==> src/rtl/wb_periph_bridge.sv <==
// Registered Wishbone bridge: decodes a 3-bit slot, forwards one transaction to the
// selected peripheral and turns unmapped or hung accesses into an error-word ack.
module wb_periph_bridge #(
   parameter int                 NSLV     = 5,
   parameter logic [3*NSLV-1:0]  SLOT_MAP = {3'b101, 3'b100, 3'b010, 3'b001, 3'b000},
   parameter int                 SLOT_LSB = 17,
   parameter int                 TIMEOUT  = 255,
   parameter logic [31:0]        ERR_DAT  = 32'hDEADBEEF
) (
   input  logic                 wb_clk_i,
   input  logic                 wb_rst_i,
   input  logic                 wbs_cyc_i,
   input  logic                 wbs_stb_i,
   input  logic                 wbs_we_i,
   input  logic [3:0]           wbs_sel_i,
   input  logic [31:0]          wbs_adr_i,
   input  logic [31:0]          wbs_dat_i,
   output logic                 wbs_ack_o,
   output logic [31:0]          wbs_dat_o,
   output logic [NSLV-1:0]      s_cyc_o,
   output logic [NSLV-1:0]      s_stb_o,
   output logic                 s_we_o,
   output logic [3:0]           s_sel_o,
   output logic [31:0]          s_adr_o,
   output logic [31:0]          s_dat_o,
   input  logic [NSLV-1:0]      s_ack_i,
   input  logic [32*NSLV-1:0]   s_dat_i,
   input  logic                 err_clr_i,
   output logic                 err_irq_o,
   output logic [1:0]           err_code_o,
   output logic [31:0]          err_adr_o
);

   typedef enum logic [1:0] {IDLE, FWD, RESP, ERR} state_t;

   state_t            state, state_n;
   logic [NSLV-1:0]   strb;
   logic [NSLV-1:0]   hit_vec;
   logic              hit, load, ack_sel, set_err;
   logic [1:0]        err_kind;
   logic [2:0]        slot;
   logic [31:0]       rd_dat;
   logic [15:0]       cnt;

   always_ff @(posedge wb_clk_i or posedge wb_rst_i) begin
      if (wb_rst_i) state <= IDLE;
      else          state <= state_n;
   end

   always_comb begin
      state_n  = state;
      hit_vec  = '0;
      load     = 1'b0;
      set_err  = 1'b0;
      err_kind = 2'b00;
      rd_dat   = '0;
      slot     = wbs_adr_i[SLOT_LSB+2:SLOT_LSB];
      for (int i = 0; i < NSLV; i++) begin
         if (slot == SLOT_MAP[3*i +: 3]) hit_vec[i] = 1'b1;
         if (strb[i]) rd_dat = rd_dat | s_dat_i[32*i +: 32];
      end
      hit     = |hit_vec;
      ack_sel = |(s_ack_i & strb);
      case (state)
         IDLE: if (wbs_cyc_i && wbs_stb_i) begin
            load    = 1'b1;
            state_n = hit ? FWD : ERR;
            if (!hit) begin
               set_err  = 1'b1;
               err_kind = 2'b01;
            end
         end
         // Master abort outranks ack; ack outranks timeout.
         FWD: if (!wbs_cyc_i)  state_n = IDLE;
              else if (ack_sel) state_n = RESP;
              else if (cnt == 16'(TIMEOUT - 1)) begin
                 state_n  = ERR;
                 set_err  = 1'b1;
                 err_kind = 2'b10;
              end
         default: state_n = IDLE;
      endcase
   end

   always_ff @(posedge wb_clk_i or posedge wb_rst_i) begin
      if (wb_rst_i) begin
         strb       <= '0;
         s_we_o     <= 1'b0;
         s_sel_o    <= '0;
         s_adr_o    <= '0;
         s_dat_o    <= '0;
         wbs_dat_o  <= '0;
         cnt        <= '0;
         err_irq_o  <= 1'b0;
         err_code_o <= 2'b00;
         err_adr_o  <= '0;
      end else begin
         if (load) begin
            s_adr_o <= wbs_adr_i;
            s_dat_o <= wbs_dat_i;
            s_sel_o <= wbs_sel_i;
            s_we_o  <= wbs_we_i;
            strb    <= hit_vec;
            cnt     <= '0;
         end
         if (state == FWD) begin
            cnt <= cnt + 16'd1;
            if (state_n != FWD) strb <= '0;
            if (state_n == RESP) wbs_dat_o <= rd_dat;
         end
         // A new error beats a simultaneous clear.
         if (set_err) begin
            wbs_dat_o  <= ERR_DAT;
            err_irq_o  <= 1'b1;
            err_code_o <= err_kind;
            err_adr_o  <= (state == IDLE) ? wbs_adr_i : s_adr_o;
         end else if (err_clr_i) begin
            err_irq_o  <= 1'b0;
            err_code_o <= 2'b00;
         end
      end
   end

   assign s_cyc_o   = strb;
   assign s_stb_o   = strb;
   assign wbs_ack_o = (state == RESP) || (state == ERR);

endmodule

==> config.mk <==
export PLATFORM = sky130hd
export DESIGN_NAME = wb_periph_bridge
export DESIGN_NICKNAME = d
export VERILOG_FILES = /design/src/rtl/wb_periph_bridge.sv
export SDC_FILE = /design/constraint.sdc
export NUM_CORES = 1
export LEC_CHECK = 0
export BUFFER_PORTS_ARGS = -buffer_cell sky130_fd_sc_hd__buf_4
export CORE_AREA = 2 2 148 150
export CTS_CLUSTER_SIZE = 14
export DETAILED_ROUTE_END_ITERATION = 10
export DIE_AREA = 0 0 150 152
export MAX_ROUTING_LAYER = met4
export PLACE_DENSITY = 0.7
export SETUP_SLACK_MARGIN = 0.2
export SLEW_MARGIN = 20
export SYNTH_ARGS = -nofsm -noshare
export SYNTH_HDL_FRONTEND = slang
export SYNTH_SLANG_ARGS = --single-unit
==> constraint.sdc <==
create_clock -name wb_clk_i -period 7.3 [get_ports wb_clk_i]
set_clock_uncertainty 0.1 [all_clocks]
set_input_delay 0 -clock wb_clk_i [delete_from_list [all_inputs] [get_ports wb_clk_i]]
set_output_delay 0 -clock wb_clk_i [all_outputs]
set_load 0.01 [all_outputs]
---- After elaboration in Yosys (flattened, before gate mapping) ----
Cells that the tools add are included.
word-level totals
  bits in registers ....................... 159
  latch bits .............................. 0
  RAM bits ................................ 0
  ROM bits ................................ 0
  input bits .............................. 239
  word-level logic and storage cells ...... 81
  memories kept ........................... 0
operators by class
  $add $sub $neg .......................... 1
  multipliers ............................. 0
  div/mod/pow operators ................... 0
  order comparisons ....................... 0
  equality and inequality tests ........... 10
  shift operators ......................... 0
  multiplexer cells ....................... 43
  bitwise gates (word level) .............. 5
  reduce and logical (&&, ||, !) cells .... 11
operators by type and width
  operator                                                                 count
  32-bit two-way mux                                                       9
  32-bit bitwise OR                                                        4
  16-bit two-way mux                                                       2
  2-bit two-way mux                                                        10
  16-bit by 1-bit adder with 16-bit output, second input constant          1
  16-bit by 8-bit equality test with 1-bit output, second input constant   1
  1-bit two-way mux                                                        16
  5-bit two-way mux                                                        3
  5-bit OR reduction                                                       2
  2-bit case mux with 2 select lines                                       2
  2-bit nonzero test                                                       4
  2-bit equality test, second input constant                               3
  3-bit equality test, second input constant                               2
  5-bit bitwise AND                                                        1
  3-bit by 1-bit equality test with 1-bit output, second input constant    1
  3-bit by 2-bit equality test with 1-bit output, second input constant    1
  3-bit zero test                                                          1
  2-bit by 1-bit equality test with 1-bit output, second input constant    1
  2-bit zero test                                                          1
  2-bit by 1-bit inequality test with 1-bit output, second input constant  1
  1-bit case mux with 2 select lines                                       1
  2-bit AND reduction                                                      1
  1-bit logical AND                                                        1
  1-bit logical OR                                                         1

---- Logic depth before layout (Yosys ltp) ----
  word-level depth ........................ 12
  mapped depth ............................ 8

---- Worst setup path after synthesis ----
No wires, ideal clock.
  kind .................................... reg-to-reg
  start point ............................. register strb[1] (netlist: s_cyc_o[1])
  end point ............................... register err_adr_o[10]
  library setup time ...................... 127 ps
  data arrival time ....................... 2016 ps
  data required time ...................... 7073 ps
  slack ................................... 5057 ps
  cell stages (with the launch flop) ...... 8
  period minus slack after synthesis ...... 2243 ps
  cells stage by stage .................... dfrtp_1 > buf_2 > a222oi_1 > nand4_1 > o21ai_1 > buf_4 > buf_6 > mux2_1
on the way
  longest elaborated chain between the ends .. 5
ends and longest elaborated chain
  what                                line  RTL
  start, declared                     37    logic [NSLV-1:0] strb;
  start signal, assigned              103   strb <= hit_vec;
  5-bit bitwise AND                   63    ack_sel = |(s_ack_i & strb);
  5-bit OR reduction                  63
  1-bit two-way mux                   75    else if (ack_sel) state_n = RESP;
  1-bit two-way mux                   74    FWD: if (!wbs_cyc_i) state_n = IDLE;
  1-bit case mux with 2 select lines  64    case (state)
  end signal, assigned                116   err_adr_o <= (state == IDLE) ? wbs_adr_i : s_adr_o;
  end, declared                       31    output logic [31:0] err_adr_o
Every way passes these cells.
A chain may end at the register's enable or synchronous reset.

---- Final worst setup path ----
  start point ............................. register state[0]
  end point ............................... register strb[3] (netlist: s_cyc_o[3])
on the way
  longest elaborated chain between the ends .. 7
ends and longest elaborated chain
  what                                              line  RTL
  start, declared                                   36    state_t state, state_n;
  start signal, assigned                            47    else state <= state_n;
  2-bit two-way mux                                 76    else if (cnt == 16'(TIMEOUT - 1)) begin
  2-bit two-way mux                                 75
  2-bit two-way mux                                 74
  2-bit case mux with 2 select lines                64
  2-bit by 1-bit inequality test with 1-bit output  108   if (state_n != FWD) strb <= '0;
  5-bit two-way mux                                 108
  5-bit two-way mux (*)                             106   if (state == FWD) begin
Mark *: on every way between the ends. The rest lies on a longest branch, timed or not.

==> metrics.txt <==
Avg Synthesized Cell Area=approximately 10 um2; WL per Instance=18.20 um; ys flop type=dfrtp_1; buffers inserted by post-CTS timing repair=0; clk slew on worst S/H paths=0.07 ns; synth warn=0; endpoints failing setup=0; Worst EP required=between 7 and 8 ns; Worst Tran Pin Value=1.110 ns; CP Launch Point=state[0]; root buffer cell=clkbuf_16; synthesis-to-finish area growth=72.62%; dpl hpwl=17750 um; Die X=150 um; first-pass GRT wire length=42370 um; Finished Layout Cells=~1500; WL final=about 28000 um; FMAX=324.7 MHz; Power, Total=3483 uW; Hold Path Cell Cnt=4; CTS tree=done; crit path time final=a little over 3 ns; I/O Pins=386; most numerous cell in the Yosys netlist=nand2_1; sequential share of the synthesized area=53.71%; port bufs=385; Post-Place Cells=1344; CTS sink cnt=approximately 160; fin. max-slew vios=0; Initial DRC Count=623; Area contributors post-synth=dfrtp_1 (54%), nand2_1 (12%), mux2_2 (7.1%); antenna violations before repair=3; Clock Latency Late Sink=0.41 ns; Overflow after GRT=0; Pwr Density=272.3 mW/mm2; TritonRoute pass-1 iters=6; Worst Setup End Kind=flip-flop; cts bufs inserted=17; share of the synthesized area in the top cell type=53.71%; clk buf depth=2; placer congestion estimate=0.8117; DIE HEIGHT=152 um; Tot GR Track Use=24.37%; vias per inst=just over 5; die area=0.02280 mm2; FP Rows=between 50 and 60; Worst setup SP type=flip-flop; post-layout utilization of the core=59.90%; Nets=1491; Synth top cells by count=nand2_1 (232), dfrtp_1 (159), mux2_2 (47), clkbuf_1 (40), a21oi_1 (37); Vias=8031; Initial Utilization=a little over a third; status=finished, final reports clean; crit path DAT=3.31 ns; core footprint=0.02135 mm2; EDFF count, synth=0; layout cells sized above 1=between 30% and 40%; # DRC=0; RSZ-0062 raised after global routing=false; Antenna Violating Nets Remaining=0; vias in the first global route=7927; setup_tns=0 ns; Final Hold Viols=0; leak pwr=a little over 0.006 uW; Seq cells post-synth=159; reg2reg start=state[0]; CP Class=reg -> reg; mapped cell area=0.007408 mm2; hold path start=s_dat_i[158]; Worst Hold Class=in -> reg; fraction of the cycle the final worst path needs=42.19%; largest net degree at the start of global routing=91; crit-path max FO=42; # H-tree levels=4; maximum vdd drop=approximately 0.00018 V; Unique masters post-synth=40; Mapped Cells=~730; worst r2r path cells=4; syn nets=973; Relative slew margins=25.85%; max-cap viol count=0; ys async rst share=100.0%; biggest area consumer among synthesized cells=dfrtp_1
power breakdown:
group	switching (uW)	internal, uW
Sequential	170	1150
Clock	370	559
Combinational	557	680
layer usage:
layer | track usage (%) | part of all wire, % | vias to the layer above
met5 | - | 0 | -
met4 | 12.13 | 4.9 | 0
met3 | 5.045 | 6.5 | 87
met2 | 38.77 | 48 | 394
met1 | 29.26 | 41 | 3879
li1 | - | - | 3671
per-stage QoR:
step / setup slack [ns] / hold WS, ns / cell area (um2)
6_report: 4.220 / 0.03506 / 12790
3_3_place_gp: 3.601 / 0.09142 / 10490
2_1_floorplan: 2.908 / 0.005435 / 7408
4_1_cts: 3.592 / 0.006095 / 12760
5_1_grt: 4.044 / 0.02973 / 12790
3_5_place_dp: 3.574 / 0.09547 / 10490
layout make-up:
type	instances	area (um2)
fillers	1757	8562
repair buffers	561	4639
flip-flops and latches	159	3979
multi-input cells	508	3184
clock buffers	20	456.7
well taps	280	350.3
clock inverters	12	155.1
inverters	3	16.27
diodes	3	7.507
worst max-delay path: stages (launching register included):
cell,delay (ns)
dfrtp_1,0.46
nor2_4,0.87
nand3_4,0.59
or4b_2,0.79
a21oi_1,0.17
layout by cell type (no fill, tap or decap), types with 12 or more instances in the layout:
master	netlist	routed
clkbuf_16	0	17
dlygate4sd3_1	0	166
a222oi_1	33	33
a211o_1	24	24
dfrtp_1	159	159
mux2_2	47	47
nand3_1	13	12
nand2_1	232	232
a21oi_1	37	37
buf_4	6	394
a22oi_1	33	33
mux2_1	17	17
flip-flops by register name, indices dropped and copies added, names as in the netlist:
register / flops
err_adr_o: 32
s_dat_o: 32
s_adr_o: 32
s_cyc_o: 5
err_code_o: 2
cnt: 16
state: 2
err_irq_o: 1
s_sel_o: 4
wbs_dat_o: 32
s_we_o: 1
cell families after synthesis:
| kind of cell | after synthesis | share of synthesized area [%] |
|---|---|---|
| adder cells (fa/ha/maj) | 2 | 0.3377 |
| multiplexers | 67 | 10.13 |
| flip-flops | 159 | 53.71 |
| AND/OR/NAND/NOR | 274 | 15.17 |
| buffers and inverters | 65 | 3.952 |
| AO/OA/AOI/OAI | 165 | 16.70 |
worst paths after layout:
kind                                  to  slack, ns
max in group asynchronous    s_adr_o[29]       5.50
min reg2reg                  s_dat_o[26]       0.38
min                        wbs_dat_o[30]       0.04
min in group asynchronous     s_dat_o[6]       0.18
max                           s_cyc_o[3]       4.22
max reg2reg                   s_cyc_o[3]       4.22
repair_timing:
item / 4_1_cts / 5_1_grt
gates resized for setup: 0 / 0
hold buffers: 166 / 0
endpoints found under the hold margin: 230 / 0
Power figures use the tool's default switching activity.
